<file path="config.mk">
export PLATFORM = sky130hd
export DESIGN_NAME = ctrl_sequencer
export DESIGN_NICKNAME = d
export VERILOG_FILES = /design/src/rtl/ctrl_sequencer.sv
export SDC_FILE = /design/constraint.sdc
export NUM_CORES = 1
export LEC_CHECK = 0
export BUFFER_PORTS_ARGS = -buffer_cell sky130_fd_sc_hd__buf_2
export CAP_MARGIN = 20
export CORE_AREA = 2 2 39 41
export DETAILED_ROUTE_END_ITERATION = 12
export DIE_AREA = 0 0 41 43
export PLACE_DENSITY = 0.64
export REMOVE_ABC_BUFFERS = 1
export SLEW_MARGIN = 20
export SYNTH_ARGS = -nofsm -noshare
export SYNTH_HDL_FRONTEND = slang
export SYNTH_SLANG_ARGS = --single-unit
</file>
<file path="constraint.sdc">
create_clock -name clk -period 1.25 [get_ports clk]
set_clock_uncertainty 0.05 [all_clocks]
set_input_delay 0.3125 -clock clk [delete_from_list [all_inputs] [get_ports clk]]
set_output_delay 0.3125 -clock clk [all_outputs]
set_load 0.05 [all_outputs]
</file>
<file path="src/rtl/ctrl_sequencer.sv">
// Multi-cycle control unit: latches one instruction per start pulse and walks
// T1..T3, driving register-file load enables, bus source select and ALU strobes.
module ctrl_sequencer #(
    parameter int NREG  = 4,
    parameter int SEL_W = 3
) (
    input  logic             clk,
    input  logic             rst,
    input  logic             start,
    input  logic [7:0]       instr,
    output logic [NREG-1:0]  r_en,
    output logic [SEL_W-1:0] bus_sel,
    output logic             a_load,
    output logic             g_load,
    output logic             alu_sub,
    output logic             busy,
    output logic             done
);

    // state | meaning
    // IDLE  | waiting for start; IR captured on start
    // T1    | MV/MVI: write rx and finish; ADD/SUB: load A from rx
    // T2    | ADD/SUB: put ry on bus, load G with A +/- bus
    // T3    | ADD/SUB: write G back into rx and finish
    typedef enum logic [1:0] {IDLE, T1, T2, T3} state_t;

    localparam logic [1:0]       OP_MV   = 2'b00;
    localparam logic [SEL_W-1:0] SEL_DIN = SEL_W'(4);
    localparam logic [SEL_W-1:0] SEL_G   = SEL_W'(5);

    state_t          state, state_nxt;
    logic [7:0]      ir;
    logic [1:0]      op, rx, ry;
    logic [NREG-1:0] rx_onehot;
    logic            ir_unused;

    assign op        = ir[7:6];
    assign rx        = ir[5:4];
    assign ry        = ir[3:2];
    assign rx_onehot = NREG'(1) << rx;
    assign ir_unused = ^ir[1:0];

    always_ff @(posedge clk) begin
        if (rst) begin
            state <= IDLE;
            ir    <= 8'h00;
        end else begin
            state <= state_nxt;
            if (state == IDLE && start)
                ir <= instr;
        end
    end

    always_comb begin
        state_nxt = state;
        case (state)
            IDLE:    state_nxt = start ? T1 : IDLE;
            T1:      state_nxt = op[1] ? T2 : IDLE;
            T2:      state_nxt = T3;
            T3:      state_nxt = IDLE;
            default: state_nxt = IDLE;
        endcase
    end

    always_comb begin
        r_en    = '0;
        bus_sel = '0;
        a_load  = 1'b0;
        g_load  = 1'b0;
        alu_sub = 1'b0;
        busy    = (state != IDLE);
        done    = 1'b0;
        case (state)
            T1: begin
                if (op[1]) begin
                    bus_sel = SEL_W'(rx);
                    a_load  = 1'b1;
                end else begin
                    bus_sel = (op == OP_MV) ? SEL_W'(ry) : SEL_DIN;
                    r_en    = rx_onehot;
                    done    = 1'b1;
                end
            end
            T2: begin
                bus_sel = SEL_W'(ry);
                g_load  = 1'b1;
                alu_sub = op[0];
            end
            T3: begin
                bus_sel = SEL_G;
                r_en    = rx_onehot;
                done    = 1'b1;
            end
            default: ;
        endcase
    end

endmodule

</file>
[Word-level counts from Yosys, hierarchy flattened]
Cells that the tools add are included.
Storage, ports and cells
  register bits after elaboration: 10
  word-level logic and storage cells: 24
  bits of input ports: 11
  output and inout bits: 12
Cells by class
  multiplexer cells: 14
  equality and inequality tests: 3
  shift-type cells: 1
  reduce and logical (&&, ||, !) cells: 4
Operators by type and width (number)
  $pmux W3 S3: 1
  $pmux W2 S4: 1
  $pmux W4 S2: 1
  $mux W1: 6
  $mux W3: 2
  $eq A2 B2 Y1 const B: 2
  $logic_not A2 Y1: 2
  $mux W4: 1
  $shl A1 B2 Y4 const A: 1
  $eq A2 B1 Y1 const B: 1
  $mux W2: 1
  $pmux W1 S2: 1
  $reduce_bool A2 Y1: 1
  $logic_and A1 B1 Y1: 1

[Longest topological paths before layout]
Gate-level depths: netlist (run 1).
  word-level depth: 4
  depth in mapped cells: 5
  mapped depth without buffers: 4

[Worst setup path before layout (run 1)]
OpenSTA, ideal clock, no wires.
  path type: register to output
  start point: register with a tool-made name
  end point: output port r_en[2]
  path slack: -935 ps
  arrival: 1823 ps
  cell stages (with the launch flop): 5
  data required time: 887 ps
  path buffers: 1
  path through: dfxtp_1 > buf_6 > nand2b_1 > nand2_1 > nor3b_1
RTL lines
  end: declaration: line 11  | output logic [NREG-1:0] r_en,

==> impl_metrics.yaml, run 1 <==
yosys:
  synth_ff_type: "dfxtp_1"
  synth_area_sq_um: 417
  yosysMostFrequentCell: "nor2_1"
  synthTopCellsByArea: "dfxtp_1 (38%), mux2i_1 (14%), nor2_1 (9.9%)"
  synthDistinctLibCells: 20
  async_reset_ff_frac: 0
  yosysWarnings: 0
  synth_area_per_cell_sq_um: 8.68
  synth_top_area_frac: 0.384
  synth_common_cells: "nor2_1 (11), dfxtp_1 (8), mux2i_1 (6)"
  synth_edf_count: 0
  ys_seq_area_frac: 0.384
  synthCells: 48
  synth_seq_cells: 8
  synth_largest_area_cell: "dfxtp_1"
route:
  wl_per_cell_um: 13.5
  drt_wl_total_mm: 1.30
  antenna_left: 0
  drt-vias-per-instance: 4.65
  first_pass_iters: 4
  vias: 446
  drt-initial-drc-count: 4
  drcViolationCount: 0
floorplan:
  start_util: 0.301
  fp.dieW_um: 41
  num_rows: 14
  die_y_um: 43
  die-area_sq_mm: 0.00176
  ioPinCount: 23
  core_sq_mm: 0.00138
worst_hold_path:
  hold_start: "instr[6]"
  hold_end: "ir[6]"
  whs_path_depth: 3
  hp-class: "in -> reg"
sta:
  worstMarginPinSlew_ns: 0.195
  post-route-period-util: 1.27
  slew_violations: 0
  hold_viol_final: 0
  rsz0062_at_grt: "yes"
  timing.fmax_ghz: 0.628
  max_slew_margin: 0.870
  setup_viol: 17
  layout_min_cycle_time_ns: 1.59
  final.setup.worst_slack_ns: -0.343
placed_design:
  dp_hpwl_um: 771
  place_area_sq_um: 602
  io_buffer_count: 20
  gp_congestion: 0.711
  place_ws_ns: -0.191
clocking:
  cts.path.max_buffers: 2
  h-tree-depth: 1
  insertion_delay_ns: 0.25
  root_buffer: "clkbuf_4"
  clkTransAtPathRegs_ns: 0.05
  cts.hold.buffers_added: 0
  cts.sinks: 8
  cts_tree: "yes"
  cts_buffers: 3
cells_and_area:
  area_growth_pct: 108
  nNetsFinal: 93
  final_core_util: 0.627
  stdcell_area_sq_um: 868
  antenna_cells: 0
  fill_cells: 104
  drive_gt1_frac: 0.725
grt:
  grt_pass1_wl_mm: 1.81
  antenna_found_initial: 0
  grt_pass1_vias: 439
  overflow: 0
  grt_max_degree: 9
  grtUsageTotal: 0.165
power:
  peakVddDrop_mv: 0.490
  cellLeakagePower_uw: 0.000370
  p_total_uw: 728
  powerDensity_mw_per_mm2: 838
worst_setup_path:
  crit_arrival_ns: 1.23
  crit_chain: "nand2b_4, nand2_8, inv_4, and3_4, buf_8"
  r2r_cells: 5
  cp_top_family: "simple AND/OR/NAND/NOR gates"
  r2r_slack_ns: -0.02
  startpoint_type: "register"
  critPathMaxFanout: 4
  crit_buf_inv: 2
  crit_required_ns: 0.89
  r2r-start: "state[0]"
  cpPeakStageDelay_ns: 0.36
  slowest_stage: "dfxtp_2"
  cp-end-kind: "output pin"
  crit_type: "reg -> out"
  r2r-end: "ir[2]"
run:
  cap_violations: 0
run_status:
  violations: "setup timing"
  status: "complete, but fails checks"
-- final cells by class --
cell class	count	area (sq um)	share of cell area
well taps	16	20.0	0.0231
repair buffers	31	293	0.337
inverters	3	16.3	0.0187
multi-input cells	35	345	0.398
flip-flops and latches	8	171	0.197
clock buffers	3	22.5	0.0259
-- where the power goes --
| part | internal, uW | switching (uW) |
|---|---|---|
| logic | 114 | 123 |
| clock network | 110 | 83.9 |
| registers | 271 | 26.1 |
| total | 495 | 233 |
-- worst register-to-register path, cell delays in order, from the launching register on --
cell	delay, ns
dfxtp_4	0.38
buf_6	0.14
nor3b_4	0.20
buf_12	0.15
mux2i_1	0.18
nor2_1	0.05
-- routing by layer --
metal	global-route usage	part of all wire
met4	0.140	0.016
met3	0.0314	0.039
met5	0	0
met1	0.149	0.37
met2	0.284	0.58
-- cells in the final DEF (no fill, tap or decap) --
| cell | n |
|---|---|
| a21oi_1 | 1 |
| a21oi_4 | 1 |
| a221oi_2 | 1 |
| a22oi_2 | 1 |
| and2_1 | 1 |
| and3_4 | 1 |
| buf_12 | 1 |
| buf_2 | 8 |
| buf_4 | 6 |
| buf_6 | 14 |
| buf_8 | 2 |
| clkbuf_4 | 3 |
| dfxtp_1 | 3 |
| dfxtp_2 | 3 |
| dfxtp_4 | 2 |
| inv_1 | 1 |
| inv_4 | 2 |
| mux2i_1 | 6 |
| nand2_1 | 1 |
| nand2_8 | 1 |
| nand2b_4 | 1 |
| nor2_1 | 8 |
| nor2_4 | 3 |
| nor2b_2 | 1 |
| nor3_1 | 1 |
| nor3_4 | 1 |
| nor3b_2 | 1 |
| nor3b_4 | 2 |
| o21ba_2 | 1 |
| o31ai_4 | 1 |
| or2_2 | 1 |
-- worst max path at each step --
| stage | from | to | slack, ns | depth (start not counted) |
|---|---|---|---|---|
| final | register | r_en[3] | -0.34 | 5 |
| after global routing | register | r_en[1] | -0.41 | 4 |
| after CTS | register | r_en[3] | -0.32 | 5 |
| after detailed placement | ir[7] | bus_sel[1] | -0.19 | 4 |
| after global placement | ir[7] | bus_sel[1] | -0.18 | 4 |
| after floorplan | register | r_en[2] | -1.0 | 3 |
-- kinds of logic (layout without fill, tap and decap cells) --
group,Yosys count,count (layout),share of synthesized area
AND/OR/NAND/NOR,23,23,0.303
buffers and inverters,5,37,0.0631
flip-flops,8,8,0.384
AO/OA/AOI/OAI,6,6,0.105
multiplexers,6,6,0.144
-- what timing repair did --
| action | CTS | global route |
|---|---|---|
| hold endpoints to repair | 0 | 0 |
| buffers inserted | 0 | 2 |
| resized for setup | 54 | 9 |
| pin swaps | 8 | 5 |
| setup endpoints to repair | 17 | 18 |
-- per-stage QoR --
step | TNS (ns) | cells | hold WS, ns
floorplan | -6.63 | 46 | 0.335
global placement | -1.05 | 91 | 0.466
detailed placement | -1.18 | 91 | 0.474
CTS | -2.98 | 94 | 0.239
global route | -4.16 | 96 | 0.250
finish | -3.23 | 96 | 0.246
No activity file was read; power rests on OpenSTA's default activity.
==> run 2: changes to the inputs <==
--- a/config.mk
+++ b/config.mk
@@ -10,7 +10,6 @@
 export CORE_AREA = 2 2 39 41
 export DETAILED_ROUTE_END_ITERATION = 12
 export DIE_AREA = 0 0 41 43
-export PLACE_DENSITY = 0.64
 export REMOVE_ABC_BUFFERS = 1
 export SLEW_MARGIN = 20
 export SYNTH_ARGS = -nofsm -noshare
==> impl_metrics.yaml, run 2 (synthesis gave the netlist of run 1 again) <==
power:
  cellLeakagePower_uw: 0.000365
  p_total_uw: 703
  peakVddDrop_mv: 0.478
  powerDensity_mw_per_mm2: 862
sta:
  setup_tns_ns: -3.85
  max_slew_margin: 0.848
  hold_viol_final: 0
  timing.fmax_ghz: 0.629
  worstMarginPinSlew_ns: 0.228
  slew_violations: 0
  rsz0062_at_grt: "yes"
  layout_min_cycle_time_ns: 1.59
  post-route-period-util: 1.27
  setup_viol: 18
  final.setup.worst_slack_ns: -0.339
clocking:
  h-tree-depth: 1
  cts.sinks: 8
  cts.path.max_buffers: 2
  cts_buffers: 3
  cts.hold.buffers_added: 0
  cts_tree: "yes"
  insertion_delay_ns: 0.25
  root_buffer: "clkbuf_4"
  clkTransAtPathRegs_ns: 0.05
worst_setup_path:
  cp-end-kind: "output pin"
  cpPeakStageDelay_ns: 0.37
  cp_top_family: "flip-flops"
  crit_required_ns: 0.89
  crit_arrival_ns: 1.23
  crit_cells: 5
  r2r_cells: 6
  critPathMaxFanout: 6
  crit_type: "reg -> out"
  crit_buf_inv: 2
  crit_chain: "buf_6, nor2b_4, nand2_1, o31ai_1, buf_4"
  slowest_stage: "dfxtp_4"
  startpoint_type: "register"
cells_and_area:
  final_cell_mix: "buf_6 (12), buf_4 (10), nor2_1 (8), buf_2 (8), mux2i_1 (6)"
  antenna_cells: 0
  final_core_util: 0.590
  nNetsFinal: 94
  fill_cells: 126
  layout_commonest_cell: "buf_6"
  area_growth_pct: 95.8
  fin_cells: 97
  drive_gt1_frac: 0.654
floorplan:
  fp.dieW_um: 41
  die_y_um: 43
  die-area_sq_mm: 0.00176
  core_sq_mm: 0.00138
  num_rows: 14
  start_util: 0.301
  ioPinCount: 23
route:
  wl_per_cell_um: 11.6
  drt-initial-drc-count: 7
  first_pass_iters: 7
  vias: 473
  drt-vias-per-instance: 4.88
  drt_wl_total_mm: 1.13
  antenna_left: 0
  drcViolationCount: 0
grt:
  grt_pass1_vias: 385
  overflow: 0
  grt_max_degree: 9
  grt_pass1_wl_mm: 1.64
  grtUsageTotal: 0.142
  antenna_found_initial: 0
run_status:
  status: "complete, but fails checks"
  violations: "setup timing"
run:
  cap_violations: 0
placed_design:
  io_buffer_count: 20
  placed_cells: 91
  gp_congestion: 0.751
  dp_hpwl_um: 776
worst_hold_path:
  whs_path_depth: 3
  hp-class: "in -> reg"
[run 2: cell types whose count changed in the layout (fill, tap and decap cells not counted), sizes merged]
cell	change
buf	+1
[run 2: layout make-up]
cell class | instances | area, sq um | area share
multi-input cells | 35 | 312 | 0.382
repair buffers | 32 | 280 | 0.344
flip-flops and latches | 8 | 170 | 0.209
clock buffers | 3 | 22.5 | 0.0276
well taps | 16 | 20.0 | 0.0245
inverters | 3 | 11.3 | 0.0138
[run 2: path summary, 6_finish.rpt]
| check | start | to | slack (ns) |
|---|---|---|---|
| hold / removal | instr[3] | ir[3] | 0.24 |
| hold reg to reg | ir[2] | ir[2] | 0.48 |
| setup / recovery | state[0] | bus_sel[1] | -0.34 |
| setup reg to reg | state[0] | ir[4] | -0.11 |
[run 2: repair_timing]
item                       in CTS  in global routing
setup buffers                   1                  2
pin swaps                       4                  2
setup endpoints to repair      14                 18
resized for setup              38                 15
[run 2: worst register-to-register path: stages (launching register included)]
cell     delay [ns]
dfxtp_4        0.37
buf_4          0.14
buf_4          0.13
nor3b_4        0.17
buf_6          0.16
mux2i_1        0.18
nor2_1         0.05
[run 2: per-stage QoR]
step,hold slack [ns],setup slack (ns),area (sq um)
3_5_place_dp,0.471,-0.275,589
4_1_cts,0.236,-0.366,746
3_3_place_gp,0.463,-0.236,589
6_report,0.245,-0.339,816
2_1_floorplan,0.335,-0.995,402
5_1_grt,0.242,-0.415,816
[run 2: routing by layer]
| layer | track usage | share of wire | vias to the layer above |
|---|---|---|---|
| li1 | - | - | 235 |
| met1 | 0.168 | 0.42 | 215 |
| met2 | 0.203 | 0.52 | 21 |
| met3 | 0.0471 | 0.047 | 2 |
| met4 | 0.100 | 0.017 | 0 |
| met5 | 0 | 0 | - |
[run 2: power by group]
| group | switching (uW) | leakage [uW] | internal [uW] | total, uW |
|---|---|---|---|---|
| clock | 84.8 | 0.0000138 | 110 | 195 |
| combinational | 113 | 0.000284 | 103 | 217 |
| sequential | 21.5 | 0.0000679 | 270 | 292 |
| total | 220 | 0.000365 | 483 | 703 |
==> run 3: changes to the inputs <==
--- a/config.mk
+++ b/config.mk
@@ -10,6 +10,7 @@
 export CORE_AREA = 2 2 39 41
 export DETAILED_ROUTE_END_ITERATION = 12
 export DIE_AREA = 0 0 41 43
+export GPL_TIMING_DRIVEN = 0
 export REMOVE_ABC_BUFFERS = 1
 export SLEW_MARGIN = 20
 export SYNTH_ARGS = -nofsm -noshare
==> impl_metrics.yaml, run 3 (synthesis gave the netlist of run 1 again) <==
clocking:
  cts.hold.buffers_added: 0
  cts_buffers: 3
  clkTransAtPathRegs_ns: 0.05
  cts.sinks: 8
  insertion_delay_ns: 0.25
  h-tree-depth: 1
  cts.path.max_buffers: 2
  cts_tree: "yes"
  root_buffer: "clkbuf_4"
route:
  dr_wl_met3_um: 48
  wl_met2_um: 610
  drt-met1-wl_um: 476
  wl_per_cell_um: 12.7
  drt_wl_total_mm: 1.16
  antenna_left: 0
  drt-initial-drc-count: 2
  vias: 438
  top_layer_used: "met4"
  drt-vias-per-instance: 4.76
  first_pass_iters: 4
  drcViolationCount: 0
power:
  powerDensity_mw_per_mm2: 862
  peakVddDrop_mv: 0.591
  p_total_uw: 695
  cellLeakagePower_uw: 0.000348
placed_design:
  dp_hpwl_um: 668
  io_buffer_count: 20
  gp_congestion: 0.664
  placed_cells: 82
  place_ws_ns: -0.380
  place_area_sq_um: 522
sta:
  post-route-period-util: 1.29
  max_slew_margin: 0.837
  rsz0062_at_grt: "yes"
  final.setup.worst_slack_ns: -0.362
  hold_viol_final: 0
  worstMarginPinSlew_ns: 0.245
  setup_tns_ns: -3.43
  setup_viol: 12
  slew_violations: 0
  timing.fmax_ghz: 0.620
  layout_min_cycle_time_ns: 1.61
floorplan:
  die_y_um: 43
  num_rows: 14
  die-area_sq_mm: 0.00176
  start_util: 0.301
  fp.dieW_um: 41
  core_sq_mm: 0.00138
  ioPinCount: 23
run_status:
  violations: "setup timing"
  status: "complete, but fails checks"
cells_and_area:
  fin_cells: 92
  final_cell_mix: "nor2_1 (9), buf_2 (8), buf_6 (7)"
  stdcell_area_sq_um: 806
  area_growth_pct: 93.4
  antenna_cells: 0
  nNetsFinal: 89
  layout_commonest_cell: "nor2_1"
  drive_gt1_frac: 0.684
grt:
  grt_pass1_wl_mm: 1.61
  grt_pass1_vias: 391
  antenna_found_initial: 0
  grtUsageTotal: 0.142
  overflow: 0
  grt_max_degree: 9
worst_setup_path:
  r2r_cells: 5
  crit_required_ns: 0.89
  crit_type: "reg -> out"
  cp-end-kind: "output pin"
  startpoint_type: "register"
  crit_arrival_ns: 1.25
  critPathMaxFanout: 6
worst_hold_path:
  hp-class: "in -> reg"
  whs_path_depth: 3
run:
  cap_violations: 0
run 3: cell count changes in the layout (fill, tap and decap cells not counted), moves of 2 or more:
cell	previous run	this run
buf_8	2	5
buf_6	12	7
buf_12	0	2
buf_4	10	5
dfxtp_4	2	4
run 3: through the flow:
step                hold WS, ns  utilization
global placement          0.461        0.377
CTS                       0.243        0.535
global route              0.254        0.582
detailed placement        0.477        0.377
floorplan                 0.335            -
finish                    0.241        0.582
run 3: path summary, 6_finish.rpt:
check	end	slack, ns	start
max	r_en[3]	-0.36	register
min	ir[6]	0.24	instr[6]
max reg2reg	ir[5]	0.01	register
min reg2reg	state[0]	0.48	state[0]
run 3: layer usage:
| layer | vias to the layer above | track usage |
|---|---|---|
| li1 | 225 | - |
| met1 | 194 | 0.155 |
| met2 | 15 | 0.225 |
| met3 | 4 | 0.0314 |
| met4 | 0 | 0.100 |
| met5 | - | 0 |
run 3: power breakdown:
| group | switching [uW] | internal [uW] | total (uW) | leakage, uW |
|---|---|---|---|---|
| logic | 102 | 98.9 | 201 | 0.000265 |
| registers | 29.6 | 268 | 298 | 0.0000689 |
| clock network | 86.3 | 110 | 196 | 0.0000138 |
run 3: layout make-up:
| type | instances | area, sq um |
|---|---|---|
| Clock buffer | 3 | 22.5 |
| Fill cell | 128 | 578 |
| Inverter | 3 | 13.8 |
| Multi-Input combinational cell | 35 | 302 |
| Sequential cell | 8 | 176 |
| Tap cell | 16 | 20.0 |
| Timing Repair Buffer | 27 | 272 |
run 3: critical path, cell delays in order (launching register included):
cell and delay, ns:
dfxtp_4 0.39, nand2b_4 0.15, nand2_4 0.07, inv_4 0.07, and3_4 0.19, buf_8 0.14
run 3: repair_timing:
action	CTS	global route
resized for setup	45	12
cloned	0	0
pin swaps	6	4
buffers inserted	5	2
endpoints found under the hold margin	0	0
endpoints found under the setup margin	18	18
